File: src/rtl/oam_dma.sv
// rtl/oam_dma.sv - OAM DMA controller: copies one 256-byte CPU page into PPU object memory
module oam_dma #(
    parameter logic [15:0] TRIGGER_ADDR  = 16'h4014,
    parameter logic [15:0] OAM_DATA_ADDR = 16'h2004
) (
    input  logic        clock,
    input  logic        reset_n,
    input  logic [15:0] cpuAddr,
    input  logic [7:0]  cpuData,
    input  logic        cpuWrite,
    output logic        cpuHalt,
    output logic        busOwn,
    output logic [15:0] busAddr,
    output logic        busWrite,
    output logic [7:0]  busDataOut,
    input  logic [7:0]  busDataIn,
    output logic        done
);

    typedef enum logic [2:0] {
        S_IDLE,
        S_HALT,
        S_ALIGN,
        S_READ,
        S_WRITE
    } state_t;

    state_t      state;
    state_t      state_nx;
    logic        parity;
    logic [7:0]  page;
    logic [7:0]  index;
    logic [7:0]  data;
    logic        done_q;
    logic        trigger;

    assign trigger = cpuWrite && (cpuAddr == TRIGGER_ADDR);

    // parity free-runs so a transfer can line its first read up with the CPU's even cycle
    always_ff @(posedge clock) begin
        if (!reset_n) begin
            state  <= S_IDLE;
            parity <= 1'b0;
            page   <= 8'h00;
            index  <= 8'h00;
            data   <= 8'h00;
            done_q <= 1'b0;
        end else begin
            state  <= state_nx;
            parity <= ~parity;
            done_q <= (state == S_WRITE) && (index == 8'hFF);
            if (state == S_IDLE && trigger) begin
                page  <= cpuData;
                index <= 8'h00;
            end
            if (state == S_READ) begin
                data <= busDataIn;
            end
            if (state == S_WRITE) begin
                index <= index + 8'h01;
            end
        end
    end

    always_comb begin
        state_nx = state;
        case (state)
            S_IDLE:  if (trigger) state_nx = S_HALT;
            S_HALT:  state_nx = parity ? S_ALIGN : S_READ;
            S_ALIGN: state_nx = S_READ;
            S_READ:  state_nx = S_WRITE;
            S_WRITE: state_nx = (index == 8'hFF) ? S_IDLE : S_READ;
            default: state_nx = S_IDLE;
        endcase
    end

    always_comb begin
        cpuHalt    = 1'b0;
        busOwn     = 1'b0;
        busAddr    = 16'h0000;
        busWrite   = 1'b0;
        busDataOut = 8'h00;
        case (state)
            S_HALT, S_ALIGN: cpuHalt = 1'b1;
            S_READ: begin
                cpuHalt = 1'b1;
                busOwn  = 1'b1;
                busAddr = {page, index};
            end
            S_WRITE: begin
                cpuHalt    = 1'b1;
                busOwn     = 1'b1;
                busAddr    = OAM_DATA_ADDR;
                busWrite   = 1'b1;
                busDataOut = data;
            end
            default: ;
        endcase
    end

    assign done = done_q;

endmodule

File: config.mk
export PLATFORM = sky130hd
export DESIGN_NAME = oam_dma
export DESIGN_NICKNAME = d
export VERILOG_FILES = /design/src/rtl/oam_dma.sv
export SDC_FILE = /design/constraint.sdc
export NUM_CORES = 1
export LEC_CHECK = 0
export CORE_MARGIN = 5
export CORE_UTILIZATION = 25
export CTS_CLUSTER_DIAMETER = 120
export CTS_CLUSTER_SIZE = 10
export DETAILED_ROUTE_END_ITERATION = 12
export PLACE_DENSITY = 0.55
export SYNTH_ARGS = -nofsm -noshare
export SYNTH_HDL_FRONTEND = slang
export SYNTH_SLANG_ARGS = --single-unit
File: constraint.sdc
create_clock -name clock -period 1.9 [get_ports clock]
set_input_delay 0.38 -clock clock [delete_from_list [all_inputs] [get_ports clock]]
set_output_delay 0.38 -clock clock [all_outputs]
set_load 0.05 [all_outputs]
* Word-level counts from Yosys, hierarchy flattened
Cells that the tools add are included.
Storage, ports and cells: memories 0, ROM bits 0, latch bits 0, register bits after elaboration 29, word-level logic and storage cells 33, input port bits 35, RAM bits 0, output and inout port bits 28
Operators by class: magnitude comparators 0, shifts and indexed selects 0, div/mod/pow operators 0, eq/ne operators 7, multipliers 0, $add $sub $neg 1, mux-type cells 11, bitwise logic cells 1, reductions and logical operators 7
Operators by type and width (count):
- $pmux W16 S2 | 1
- $mux W8 | 3
- $eq A16 B15 Y1 const B | 1
- $pmux W3 S5 | 1
- $add A8 B1 Y8 const B | 1
- $eq A8 B8 Y1 const B | 1
- $eq A3 B2 Y1 const B | 2
- $mux W1 | 4
- $reduce_or A4 Y1 | 1
- $eq A3 B1 Y1 const B | 1
- $eq A3 B3 Y1 const B | 1
- $logic_and A1 B1 Y1 | 3
- $logic_not A3 Y1 | 1
- $mux W3 | 1
- $mux W2 | 1
- $ne A2 B2 Y1 const B | 1
- $reduce_bool A2 Y1 | 1
- $reduce_or A2 Y1 | 1
- $not A1 Y1 | 1

* Logic depth before layout (Yosys ltp)
depth after elaboration 5, gate-level depth with buffers 7

* Worst setup path before layout
OpenSTA, ideal clock, no wires.
path type register -> output, start reg state[1], end out busDataOut[0], slack -0.276 ns, arrival 1.796 ns, stages on the path, launching flop included 7, cells stage by stage dfxtp_1 > buf_4 > or3b_1 > buf_6 > inv_2 > buf_2 > and2_1
On the way: word-level cells in the longest chain between the ends 2
Ends and longest elaborated chain:
- from (decl) | RTL line 28 | state_t state;
- from (signal assigned) | RTL line 49 | state <= state_nx;
- $eq A3 B3 Y1 | RTL line 83 | case (state)
- $mux W8 | RTL line 83
- to (decl) | RTL line 15 | output logic [7:0] busDataOut,
Every way passes these cells.

* Worst setup path in the final report
start reg state[1], end out busDataOut[3]
Same word-level chain as after synthesis.

==> flow_metrics.py <==
metrics = {
    "drt": {
        "finalWirelength_um": 4400,
        "via_per_inst": 4.60,
        "ant_nets": 0,
        "drtPass1Iterations": 4,
        "wl_per_cell_um": 13.2,
        "drt_iter0_markers": 50,
        "drc": 0,
        "vias": 1532,
    },
    "floorplanning": {
        "coreArea_sq_mm": 0.00589,
        "rows": 28,
        "die-area_sq_mm": 0.00770,
        "initial_core_util": 0.257,
        "die_x_um": 87.8,
        "io_pins": 63,
        "die_y_um": 87.8,
    },
    "clock_network": {
        "cts-htree-levels": 2,
        "clkSlewWorstSetupHoldPaths_ns": 0.06,
        "cts_sinks": 29,
        "insertion_delay_ns": 0.28,
        "cts_tree": "yes",
        "cts_buffer_depth": 2,
        "numCtsBuffers": 5,
        "clockRootBuffer": "clkbuf_8",
    },
    "pwr": {
        "p_int_uw": 966,
        "clockPowerShare": 0.420,
        "switching_share": 0.202,
        "power.leakage_uw": 0.00107,
        "seqPwrFrac": 0.502,
        "p_comb_frac": 0.079,
        "p_per_area_mw_per_mm2": 446,
        "power_uw": 1210,
        "p_switching_uw": 244,
        "irDropWorstVdd_uv": 217,
    },
    "timing": {
        "worst_pin_slew_ns": 0.500,
        "setup-tns-final_ns": 0,
        "max_freq_mhz": 535,
        "timing.hold.ws_ns": 0.413,
        "final_hold_viol_count": 0,
        "finalMaxSlewViolations": 0,
        "rsz0062_at_grt": "yes",
        "period_needed_ns": 1.87,
        "setup_viol": 0,
        "finalCritPeriodShare": 0.985,
        "maxSlewHeadroom": 0.666,
        "finalClockSkew_ns": 0.00839,
    },
    "yosys": {
        "synth.top_cells.by_count": "dfxtp_1 (29), nand2_1 (27), and3_1 (15), a21boi_0 (13)",
        "syn-cell-area_sq_mm": 0.00151,
        "ys_ff_latch": 29,
        "ys_types": 38,
        "ys_warn_count": 0,
        "yosysSeqAreaShare": 0.384,
        "synth-edff-count": 0,
        "syn_inst": 184,
        "synth_fp_nets": 220,
        "yosysMostFrequentCell": "dfxtp_1",
        "synthTopCellsByArea": "dfxtp_1 (38%), nand2_1 (6.7%), a21boi_0 (6.5%)",
        "syn_avg_cell_area_sq_um": 8.21,
        "synth_flop_cell": "dfxtp_1",
        "synth_top_cell_area_share": 0.384,
        "async_flop_share": 0,
        "synth_area_leader_cell": "dfxtp_1",
    },
    "placement": {
        "gp_congestion": 0.752,
        "place_hpwl_um": 3420,
        "port_buffers": 62,
        "place_area_sq_mm": 0.00258,
    },
    "cells_and_area": {
        "fin_area_sq_mm": 0.00272,
        "diodes": 0,
        "drive_above_1_share": 0.291,
        "syn_to_final_growth_pct": 79.6,
        "final_nets": 294,
    },
    "worst_setup_path": {
        "cp.arrival_ns": 1.49,
        "cp.required_ns": 1.52,
        "critPathMaxFanout": 11,
        "critPathKind": "reg -> out",
        "cp-end-kind": "output pin",
        "startpoint_type": "flop",
    },
    "global_routing": {
        "grt_max_degree": 23,
        "groute.usage.overall": 0.122,
        "grt.overflow.total": 0,
        "antenna_found_initial": 0,
        "first_global_vias": 1590,
        "grt_pass1_wl_um": 7360,
    },
    "outcome": {
        "status": "completed",
    },
    "hold_path": {
        "min_path_type": "reg -> reg",
    },
    "run": {
        "drv_cap": 0,
    },
}
## through the flow
step / instances / worst slack, ns / util
floorplan: 184 / 0.00517 / -
global placement: 323 / -0.0176 / 0.438
detailed placement: 323 / -0.105 / 0.438
CTS: 333 / 0.00778 / 0.459
global route: 333 / -0.0202 / 0.461
finish: 333 / 0.0293 / 0.461
## path summary, 6_finish.rpt
| check | from | to | slack [ns] | cells after the start |
|---|---|---|---|---|
| worst min-delay path | parity$_SDFF_PN0_ | parity$_SDFF_PN0_ | 0.41 | 1 |
| worst max-delay path | state[1]$_SDFFE_PN0P_ | busDataOut[3] | 0.03 | 4 |
| worst min register to register | parity$_SDFF_PN0_ | parity$_SDFF_PN0_ | 0.41 | 1 |
| worst max register to register | state[1]$_SDFFE_PN0P_ | index[3]$_SDFFE_PN0P_ | 0.32 | 7 |
## cells by family (layout without fill, tap and decap cells)
family | after synthesis | count (layout) | share of synthesized area
AOI/OAI and AO/OA | 39 | 39 | 0.175
adders and majority gates | 1 | 1 | 0.00828
DFF | 29 | 29 | 0.384
xor gates and xnor gates | 6 | 6 | 0.0348
and+or+nand+nor | 91 | 91 | 0.336
buffers and inverters | 18 | 92 | 0.0613
## critical path, cell delays in order, from the launching register on
cell	delay, ns
dfxtp_4	0.37
or3b_4	0.40
inv_4	0.13
and2_4	0.17
buf_12	0.13
## layout by cell type, fill, tap and decap left out, drive strengths merged
cell,n
nor3b,1
clkbuf,7
inv,3
and3,15
clkdlybuf4s50,35
dfxtp,29
o211ai,2
a31oi,1
or3b,1
xnor2,3
nor4b,1
a311oi,1
nor3,3
o211a,1
o31ai,1
and4,1
nor2b,1
o21a,2
nor2,9
nand3,6
o21ai,13
nor4,3
nand4,12
a21boi,17
o311a,1
and2,10
xor2,3
and2b,1
ha,1
nand2,27
buf,47
## registers in the layout, summed over array words and instances, names as in the netlist
name	count
data	8
index	8
page	8
state	3
done	1
parity	1
## what timing repair did
action | 4_1_cts | 5_1_grt
resized for setup | 8 | 4
hold endpoints to repair | 0 | 0
hold buffers | 0 | 0
buffers inserted | 3 | 0
endpoints found under the setup margin | 20 | 21
## cell type report
class	count	area (sq um)
Clock buffer	7	86.3
Fill cell	593	3170
Inverter	3	13.8
Multi-Input combinational cell	137	880
Sequential cell	29	588
Tap cell	75	93.8
Timing Repair Buffer	82	1050
## layer usage
metal	wire length (um)	GRT usage
met5	0	0
met4	71	0.0460
met3	427	0.0546
met2	2050	0.186
met1	1850	0.150
## power by group through the flow
stage / sequential [uW] / clock, uW / combinational (uW)
6_report: 608 / 508 / 95.2
5_1_grt: 607 / 546 / 101
4_1_cts: 610 / 523 / 95.8
3_5_place_dp: 624 / 0 / 95.3
3_3_place_gp: 624 / 0 / 94.8
2_1_floorplan: 623 / 0 / 14.9
Power figures use the tool's default switching activity.
